==> src/rtl/fnn_pkg.sv <==
// Shared constants, state encoding and address helpers for the FNN
// MAC sequencer.
package fnn_pkg;

   localparam int N_IN_DEF  = 62;
   localparam int N_HID_DEF = 30;
   localparam int N_OUT_DEF = 10;

   localparam int W_ADDR_W_DEF =
      $clog2(N_HID_DEF * N_IN_DEF + N_OUT_DEF * N_HID_DEF);
   localparam int B_ADDR_W_DEF = $clog2(N_HID_DEF + N_OUT_DEF);
   localparam int IDX_W_DEF    = $clog2(N_IN_DEF);

   localparam int HID_W_BASE = 0;
   localparam int OUT_W_BASE = N_HID_DEF * N_IN_DEF;
   localparam int OUT_B_BASE = N_HID_DEF;

   typedef enum logic [2:0] {
      S_IDLE  = 3'd0,
      S_CLR   = 3'd1,
      S_MAC   = 3'd2,
      S_DRAIN = 3'd3,
      S_BIAS  = 3'd4,
      S_WRITE = 3'd5,
      S_DONE  = 3'd6
   } state_t;

   function automatic int out_w_base(int n_in, int n_hid);
      return n_hid * n_in;
   endfunction

   function automatic int out_b_base(int n_hid);
      return n_hid;
   endfunction

endpackage

==> src/rtl/fnn_mac_sequencer_if.sv <==
// Sample handshake plus MAC datapath control bundle driven by the
// sequencer.
interface fnn_mac_sequencer_if #(
   parameter int W_ADDR_W = 12,
   parameter int B_ADDR_W = 6,
   parameter int IDX_W    = 6
);
   logic                start;
   logic                busy;
   logic                done;
   logic                layer_sel;
   logic [IDX_W-1:0]    in_idx;
   logic [W_ADDR_W-1:0] w_addr;
   logic [B_ADDR_W-1:0] b_addr;
   logic                mac_clr;
   logic                mac_en;
   logic                bias_add;
   logic                act_en;
   logic                wr_hid;
   logic                wr_out;
   logic [IDX_W-1:0]    out_idx;

   modport master (
      input  start,
      output busy, done, layer_sel, in_idx, w_addr, b_addr,
      output mac_clr, mac_en, bias_add, act_en, wr_hid, wr_out,
      output out_idx
   );

   modport slave (
      output start,
      input  busy, done, layer_sel, in_idx, w_addr, b_addr,
      input  mac_clr, mac_en, bias_add, act_en, wr_hid, wr_out,
      input  out_idx
   );
endinterface

==> src/rtl/fnn_addr_gen.sv <==
// Maps layer / neuron j / operand k onto weight and bias ROM
// addresses.
module fnn_addr_gen
   import fnn_pkg::*;
#(
   parameter int N_IN     = N_IN_DEF,
   parameter int N_HID    = N_HID_DEF,
   parameter int W_ADDR_W = W_ADDR_W_DEF,
   parameter int B_ADDR_W = B_ADDR_W_DEF,
   parameter int IDX_W    = IDX_W_DEF
) (
   input  logic                layer_sel,
   input  logic [IDX_W-1:0]    j,
   input  logic [IDX_W-1:0]    k,
   output logic [W_ADDR_W-1:0] w_addr,
   output logic [B_ADDR_W-1:0] b_addr
);

   localparam int OW = out_w_base(N_IN, N_HID);
   localparam int OB = out_b_base(N_HID);

   int w_full;
   int b_full;

   always_comb begin
      if (layer_sel) begin
         w_full = OW + int'(j) * N_HID + int'(k);
         b_full = OB + int'(j);
      end else begin
         w_full = HID_W_BASE + int'(j) * N_IN + int'(k);
         b_full = int'(j);
      end
   end

   assign w_addr = W_ADDR_W'(w_full);
   assign b_addr = B_ADDR_W'(b_full);

endmodule

==> src/rtl/fnn_mac_sequencer.sv <==
// Drives one shared MAC datapath through the hidden then output layer
// of a single sample.
module fnn_mac_sequencer
   import fnn_pkg::*;
#(
   parameter int N_IN     = N_IN_DEF,
   parameter int N_HID    = N_HID_DEF,
   parameter int N_OUT    = N_OUT_DEF,
   parameter int W_ADDR_W = W_ADDR_W_DEF,
   parameter int B_ADDR_W = B_ADDR_W_DEF,
   parameter int IDX_W    = IDX_W_DEF
) (
   input logic                 clk,
   input logic                 rst,
   fnn_mac_sequencer_if.master bus
);

   if (N_HID * N_IN + N_OUT * N_HID > (1 << W_ADDR_W)) begin : g_w_chk
      $error("W_ADDR_W too narrow");
   end
   if (N_HID + N_OUT > (1 << B_ADDR_W)) begin : g_b_chk
      $error("B_ADDR_W too narrow");
   end
   if (N_IN > (1 << IDX_W) || N_HID > (1 << IDX_W) ||
       N_OUT > (1 << IDX_W)) begin : g_i_chk
      $error("IDX_W too narrow");
   end

   state_t           state, state_nx;
   logic [IDX_W-1:0] j, j_nx, k, k_nx, in_idx_q;
   logic             layer, layer_nx, mac_en_q;
   logic             last_k, last_j;

   assign last_k = layer ? (k == IDX_W'(N_HID - 1))
                         : (k == IDX_W'(N_IN - 1));
   assign last_j = layer ? (j == IDX_W'(N_OUT - 1))
                         : (j == IDX_W'(N_HID - 1));

   always_ff @(posedge clk) begin
      if (rst) begin
         state    <= S_IDLE;
         j        <= '0;
         k        <= '0;
         layer    <= 1'b0;
         mac_en_q <= 1'b0;
         in_idx_q <= '0;
      end else begin
         state    <= state_nx;
         j        <= j_nx;
         k        <= k_nx;
         layer    <= layer_nx;
         // Delay by one so the operand lines up with the ROM word.
         mac_en_q <= (state == S_MAC);
         in_idx_q <= k;
      end
   end

   always_comb begin
      state_nx = state;
      j_nx     = j;
      k_nx     = k;
      layer_nx = layer;
      unique case (state)
         S_IDLE: begin
            if (bus.start) begin
               state_nx = S_CLR;
               j_nx     = '0;
               k_nx     = '0;
               layer_nx = 1'b0;
            end
         end
         S_CLR: begin
            state_nx = S_MAC;
            k_nx     = '0;
         end
         S_MAC: begin
            if (last_k) begin
               state_nx = S_DRAIN;
               k_nx     = '0;
            end else begin
               k_nx = k + IDX_W'(1);
            end
         end
         S_DRAIN: state_nx = S_BIAS;
         S_BIAS:  state_nx = S_WRITE;
         S_WRITE: begin
            if (!last_j) begin
               state_nx = S_CLR;
               j_nx     = j + IDX_W'(1);
            end else if (!layer) begin
               state_nx = S_CLR;
               j_nx     = '0;
               layer_nx = 1'b1;
            end else begin
               state_nx = S_DONE;
            end
         end
         S_DONE: begin
            state_nx = S_IDLE;
            j_nx     = '0;
            layer_nx = 1'b0;
         end
         default: state_nx = S_IDLE;
      endcase
   end

   fnn_addr_gen #(
      .N_IN     (N_IN),
      .N_HID    (N_HID),
      .W_ADDR_W (W_ADDR_W),
      .B_ADDR_W (B_ADDR_W),
      .IDX_W    (IDX_W)
   ) u_addr (
      .layer_sel (layer),
      .j         (j),
      .k         (k),
      .w_addr    (bus.w_addr),
      .b_addr    (bus.b_addr)
   );

   assign bus.busy      = (state != S_IDLE) && (state != S_DONE);
   assign bus.done      = (state == S_DONE);
   assign bus.layer_sel = layer;
   assign bus.in_idx    = in_idx_q;
   assign bus.mac_clr   = (state == S_CLR);
   assign bus.mac_en    = mac_en_q;
   assign bus.bias_add  = (state == S_BIAS);
   assign bus.act_en    = (state == S_WRITE) && !layer;
   assign bus.wr_hid    = (state == S_WRITE) && !layer;
   assign bus.wr_out    = (state == S_WRITE) && layer;
   assign bus.out_idx   = j;

endmodule

==> src/flat_wrapper.sv <==
// flat-port wrapper written by rule: the top's interface ports become plain ports
module fnn_mac_sequencer_flat import fnn_pkg::*;
#(
   parameter int N_IN     = N_IN_DEF,
   parameter int N_HID    = N_HID_DEF,
   parameter int N_OUT    = N_OUT_DEF,
   parameter int W_ADDR_W = W_ADDR_W_DEF,
   parameter int B_ADDR_W = B_ADDR_W_DEF,
   parameter int IDX_W    = IDX_W_DEF
)
  (clk, rst, bus_start, bus_busy, bus_done, bus_layer_sel, bus_in_idx, bus_w_addr, bus_b_addr, bus_mac_clr, bus_mac_en, bus_bias_add, bus_act_en, bus_wr_hid, bus_wr_out, bus_out_idx);
  fnn_mac_sequencer_if #(.W_ADDR_W(W_ADDR_W), .B_ADDR_W(B_ADDR_W), .IDX_W(IDX_W)) bus_i ();
  input logic clk;
  input logic rst;
  input wire logic [$bits(bus_i.start)-1:0] bus_start;
  output wire logic [$bits(bus_i.busy)-1:0] bus_busy;
  output wire logic [$bits(bus_i.done)-1:0] bus_done;
  output wire logic [$bits(bus_i.layer_sel)-1:0] bus_layer_sel;
  output wire logic [$bits(bus_i.in_idx)-1:0] bus_in_idx;
  output wire logic [$bits(bus_i.w_addr)-1:0] bus_w_addr;
  output wire logic [$bits(bus_i.b_addr)-1:0] bus_b_addr;
  output wire logic [$bits(bus_i.mac_clr)-1:0] bus_mac_clr;
  output wire logic [$bits(bus_i.mac_en)-1:0] bus_mac_en;
  output wire logic [$bits(bus_i.bias_add)-1:0] bus_bias_add;
  output wire logic [$bits(bus_i.act_en)-1:0] bus_act_en;
  output wire logic [$bits(bus_i.wr_hid)-1:0] bus_wr_hid;
  output wire logic [$bits(bus_i.wr_out)-1:0] bus_wr_out;
  output wire logic [$bits(bus_i.out_idx)-1:0] bus_out_idx;
  assign bus_i.start = bus_start;
  assign bus_busy = bus_i.busy;
  assign bus_done = bus_i.done;
  assign bus_layer_sel = bus_i.layer_sel;
  assign bus_in_idx = bus_i.in_idx;
  assign bus_w_addr = bus_i.w_addr;
  assign bus_b_addr = bus_i.b_addr;
  assign bus_mac_clr = bus_i.mac_clr;
  assign bus_mac_en = bus_i.mac_en;
  assign bus_bias_add = bus_i.bias_add;
  assign bus_act_en = bus_i.act_en;
  assign bus_wr_hid = bus_i.wr_hid;
  assign bus_wr_out = bus_i.wr_out;
  assign bus_out_idx = bus_i.out_idx;
  fnn_mac_sequencer #(.N_IN(N_IN), .N_HID(N_HID), .N_OUT(N_OUT), .W_ADDR_W(W_ADDR_W), .B_ADDR_W(B_ADDR_W), .IDX_W(IDX_W)) u_core (.clk(clk), .rst(rst), .bus(bus_i));
endmodule
==> config.mk <==
export PLATFORM = sky130hd
export DESIGN_NAME = fnn_mac_sequencer_flat
export DESIGN_NICKNAME = d
export VERILOG_FILES = /design/src/rtl/fnn_pkg.sv /design/src/rtl/fnn_mac_sequencer_if.sv /design/src/rtl/fnn_addr_gen.sv /design/src/rtl/fnn_mac_sequencer.sv /design/src/flat_wrapper.sv
export SDC_FILE = /design/constraint.sdc
export NUM_CORES = 1
export LEC_CHECK = 0
export ABC_AREA = 1
export BUFFER_PORTS_ARGS = -buffer_cell sky130_fd_sc_hd__buf_2
export CORE_ASPECT_RATIO = 1.4
export CORE_MARGIN = 1
export CORE_UTILIZATION = 50
export DETAILED_ROUTE_END_ITERATION = 7
export PLACE_DENSITY = 0.78
export SETUP_SLACK_MARGIN = 0.5
export SLEW_MARGIN = 5
export SYNTH_ARGS = -nofsm -noshare
export SYNTH_HDL_FRONTEND = slang
export SYNTH_HIERARCHICAL = 1
export SYNTH_SLANG_ARGS = --single-unit
==> constraint.sdc <==
create_clock -name clk -period 5.1 [get_ports clk]
set_input_delay 0.255 -clock clk [delete_from_list [all_inputs] [get_ports clk]]
set_output_delay 0.255 -clock clk [all_outputs]
set_load 0.05 [all_outputs]
Word level (Yosys, flattened, before mapping)

Index checks and enable logic that the tools add are counted.

Word-level logic and storage cells: 59
Input port bits: 3
Register bits: 23

Add/subtract/negate cells: 6
Eq/ne operators: 15
Mux-type cells: 18
Reductions and logical operators: 12
$mul: 2

Operators by type and width:

| kind                   | number |
|---|---|
| $pmux 6 s3             | 2 |
| $mux 6                 | 5 |
| $pmux 3 s6             | 1 |
| $add 11x11->12 const A | 1 |
| $add 12x6->12          | 1 |
| $add 12x7->12          | 1 |
| $add 6x1->6 const B    | 2 |
| $eq 6x5->1 const B     | 2 |
| $mux 12                | 1 |
| $mux 3                 | 4 |
| $mul 6x5->11 const B   | 1 |
| $mul 6x4->10 const B   | 1 |
| $eq 3x3->1 const B     | 3 |
| $reduce_bool 3->1      | 3 |
| $add 5x6->6 const A    | 1 |
| $eq 3x2->1 const B     | 2 |
| $eq 6x4->1 const B     | 1 |
| $eq 6x6->1 const B     | 1 |
| $ne 3x3->1 const B     | 2 |
| $reduce_and 3->1       | 2 |
| $mux 1                 | 4 |
| $ne 2x1->1 const B     | 2 |
| $reduce_and 2->1       | 2 |
| $eq 3x1->1 const B     | 1 |
| 5 further kinds        | 7 |

Longest topological paths before layout

Word-level depth: 4
Depth in mapped cells: 24
Gate-level depth less buffers: 24

By module

The synthesis kept the hierarchy.

By module, submodules not included:

| module            | seq. area each (um^2) | times used | area each (um^2) | cells an instance |
|---|---|---|---|---|
| fnn_addr_gen      | 0.0                   | 1          | 2070.7           | 320 |
| fnn_mac_sequencer | 460.4                 | 1          | 1277.5           | 166 |

Worst setup path before layout

Ideal clock, no wire load.

Kind: register to output
From: reg u_core.j[3] (netlist: u_core/bus.out_idx[3])
To: out bus_w_addr[7]
Data arrival time: 4.890 ns
Stages on the path, launching flop included: 16
Setup slack: -0.045 ns
Cell sequence: dfxtp_1 -> inv_1 -> fa_1 -> fa_1 -> inv_1 -> ha_1 -> xor2_1 -> ha_1 -> ha_1 -> nand2_1 -> inv_1 -> nand4_1 -> nand3_1 -> nand2_1 -> inv_1 -> o31ai_1

Cells in the longest elaborated chain, start to end: 4
Elaborated cells on any way between the ends: 6
Classes of those cells: add/sub: 3; mul: 2; mux: 1

RTL lines:

| element                | RTL line                | source |
|---|---|---|
| from (decl)            | fnn_mac_sequencer.sv:30 | `logic [IDX_W-1:0] j, j_nx, k, k_nx, in_idx_q;` |
| from (signal assigned) | fnn_mac_sequencer.sv:49 | `j <= j_nx;` |
| $mul 6x4->10           | fnn_addr_gen.sv:27      | `w_full = OW + int'(j) * N_HID + int'(k);` |
| $add 11x11->12         | fnn_addr_gen.sv:27      |  |
| $add 12x7->12          | fnn_addr_gen.sv:27      |  |
| $mux 12 *              | fnn_addr_gen.sv:26      | `if (layer_sel) begin` |
| to (decl)              | flat_wrapper.sv:20      | `output wire logic [$bits(bus_i.w_addr)-1:0] bus_w_addr;` |

Every way passes the cells marked *; elsewhere a longest branch is shown, timed or not.

Worst setup path in the final report

From: reg u_core.j[2] (netlist: u_core/bus.out_idx[2])
To: out bus_w_addr[9]

The elaborated chain is that of the path after synthesis.

==> impl_metrics.tcl <==
set metrics [dict create \
    ir_drop_mv 0.2612 \
    drt_drc_violations_left 2 \
    grt_pass1_vias 3095 \
    htreeDepth 1 \
    final.setup.tns_ns 0 \
    cp.arrival_ns 4.21 \
    detail-route-antenna-nets 0 \
    min_period_ns 4.467 \
    core.rowCount 34 \
    routabilityCongestion 0.9707 \
    via_count 3226 \
    clk_transition_reported_paths_ns 0.09 \
    core_region_area_um2 6339 \
    start_kind "register" \
    wl_per_cell_um 13.10 \
    ys_types 41 \
    dpl.cell_count 597 \
    end_kind "output pin" \
    yosysSeqAreaShare_pct 13.75 \
    clockBufferDepth 2 \
    portBuffers 41 \
    vias_per_cell 5.271 \
    finalMaxSlewViolations 0 \
    slowest_stage "fa_2" \
    cts_made_buffers 3 \
    cts_tree "yes" \
    register_area_um2 470.5 \
    hpwl_mm 6.397 \
    drv_cap 0 \
    dieArea_um2 7032 \
    outcome "finished, violations left" \
    crit_top_cell "nand2_1" \
    final_cells 612 \
    slew_headroom_pct 66.89 \
    required_ns 4.85 \
    synth-seq-cells 23 \
    violations "DRC" \
    setup_ws_ns 0.6329 \
    grt_antenna_before_repair 0 \
    yosysWarnings 6 \
    syn_avg_cell_area_um2 6.889 \
    setup_viol 0 \
    synth_nets 548 \
    ios 42 \
    layout_common_cells "nand2_1, inv_1, nand3_1, buf_2, ha_1" \
    fin_skew_ns 0.006819 \
    period_share_pct 87.59 \
    die_w_um 71.16 \
    cts_sinks 23 \
    wirelength_mm 8.019 \
    num-fill-cells 551 \
    rsz0062_at_grt "yes" \
    p_leak_nw 2.118 \
    tightestPinTransition_ns 0.4962 \
    drt_iter0_drc 87 \
    drive_gt1_share_pct 25.00 \
    worst-path-max-fanout 10 \
    drtPass1Iterations 6 \
    dpl_worst_slack_ns 0.6417 \
    critPathMaxStageDelay_ns 0.59 \
    max_freq_ghz 0.2239 \
    multi_input_area_um2 2592 \
    crit_family "adder cells" \
    criticalPathCategory "register to output pin" \
    syn_to_final_growth_pct 17.64 \
    grt_pass1_wl_mm 13.21 \
    start_util_pct 52.82 \
    hold_path_class "primary input to register" \
    syn_inst 486 \
    crit_chain "buf_6 > fa_1 > inv_1 > fa_1 > inv_2 > fa_2 > inv_1 > fa_1 > inv_1 > nand2_1 > nand2_1 > nand2_1 > nand3_2 > nand2_1 > inv_2 > nand2_1 > nand2_1 > a21oi_1 > o21ai_0 > nand2_1 > buf_4" \
    grt_max_degree 22 \
    pwr_density_cell_nw_per_um2 151.0 \
    synthesis.area_um2 3348 \
    layout_commonest_cell "nand2_1" \
    grt.overflow.total 0 \
    grtUsageTotal_pct 23.00 \
    cts-root-buf "clkbuf_8" \
    total_power_uw 594.8 \
    timing_hold_violations_final 0 \
    layout.nets 603 \
    cts-hold-fix-buffers 0 \
    hold_slack_ns 0.3955 \
    die_h_um 98.83 \
    clk_latency_ns 0.27 \
    critPathBufInv 7 \
    antenna_cells 0 \
]
Yosys cell counts:
master,count,area [µm²]
a21o_1,1,7.510
a21oi_1,23,115.1
a21oi_2,6,52.55
a31oi_1,4,25.02
buf_2,3,15.01
buf_4,3,22.52
buf_6,1,11.26
clkbuf_1,1,3.750
clkinv_1,1,3.750
clkinv_4,1,8.760
dfxtp_1,23,460.4
fa_1,17,340.3
ha_1,42,525.5
inv_1,91,341.6
inv_2,4,15.01
inv_4,1,6.260
nand2_1,101,379.1
nand2_2,11,68.82
nand2_4,2,22.52
nand2_8,1,20.02
nand3_1,48,240.2
nand3_2,7,70.07
nand3_4,2,35.03
nand3b_1,2,15.01
nand4_1,7,43.79
nor2_1,33,123.9
nor2_2,4,25.02
nor2_4,1,11.26
nor3_1,2,10.01
nor3_4,1,16.27
o2111ai_1,1,8.760
o211ai_1,1,7.510
o21ai_0,9,45.04
o21ai_1,2,10.01
o21ai_2,1,8.760
o21bai_1,2,15.01
o22ai_1,2,12.51
o31ai_1,2,15.01
or2_2,1,6.260
xnor2_1,8,70.07
xor2_1,13,113.9
cell families (layout without fill, tap and decap cells):
| family | after synthesis | after routing | synth area share, % |
|---|---|---|---|
| AOI/OAI and AO/OA | 54 | 54 | 9.641 |
| xor gates and xnor gates | 21 | 21 | 5.493 |
| adders and majority gates | 59 | 59 | 25.86 |
| buffers and inverters | 106 | 160 | 12.78 |
| DFF | 23 | 23 | 13.75 |
| and+or+nand+nor | 223 | 223 | 32.47 |
layer usage:
layer	up-vias	wire, µm	GRT usage [%]
li1	1637	-	-
met1	1495	3016	23.91
met2	72	4497	46.15
met3	22	228	1.022
met4	0	277	10.00
met5	-	0	0
path summary, 6_finish.rpt:
kind / from / to / slack [ns] / cells after the start
min reg2reg: u_core/k[4]$_SDFFE_PP0P_ / u_core/k[4]$_SDFFE_PP0P_ / 0.53 / 2
max reg2reg: u_core/bus.layer_sel$_SDFFE_PP0P_ / u_core/bus.out_idx[3]$_SDFFE_PP0P_ / 3.57 / 8
max: u_core/bus.out_idx[2]$_SDFFE_PP0P_ / bus_w_addr[9] / 0.63 / 21
min: rst / u_core/bus.mac_en$_SDFF_PP0_ / 0.40 / 2
power by group:
group          switching (mW)  internal, mW
clock                  0.0603        0.0553
sequential             0.0102         0.187
combinational           0.212        0.0702
total                   0.283         0.312
worst reg2reg max path: cells and delay by family, from the launching register on:
kind	cells	cell delay, ns
AND/OR/NAND/NOR	5	0.57
flip-flops	1	0.33
AO/OA/AOI/OAI	1	0.06
buffers and inverters	2	0.43
metrics by stage:
step | instance area (µm²) | util (%)
after global placement | 3657 | 57.70
after global routing | 3939 | 62.14
after floorplan | 3369 | -
after CTS | 3737 | 58.96
after detailed placement | 3657 | 57.70
final | 3939 | 62.14
registers in the layout, summed over array words and instances, names as in the netlist:
signal and count:
u_core/bus.in_idx 6, u_core/bus.layer_sel 1, u_core/bus.mac_en 1, u_core/bus.out_idx 6
u_core/k 6, u_core/state 3
repair_timing:
| action | in CTS | in global routing |
|---|---|---|
| endpoints found under the setup margin | 4 | 6 |
| pin swaps | 0 | 7 |
| resized for setup | 6 | 34 |
| setup buffers | 1 | 10 |
layout make-up:
cell class | count | share of cell area (%)
Inverter | 98 | 9.625
Sequential cell | 23 | 11.94
Timing Repair Buffer | 58 | 9.085
Multi-Input combinational cell | 357 | 65.82
Clock buffer | 3 | 1.048
Tap cell | 72 | 2.287
Clock inverter | 1 | 0.1906
Power figures use the tool's default switching activity.
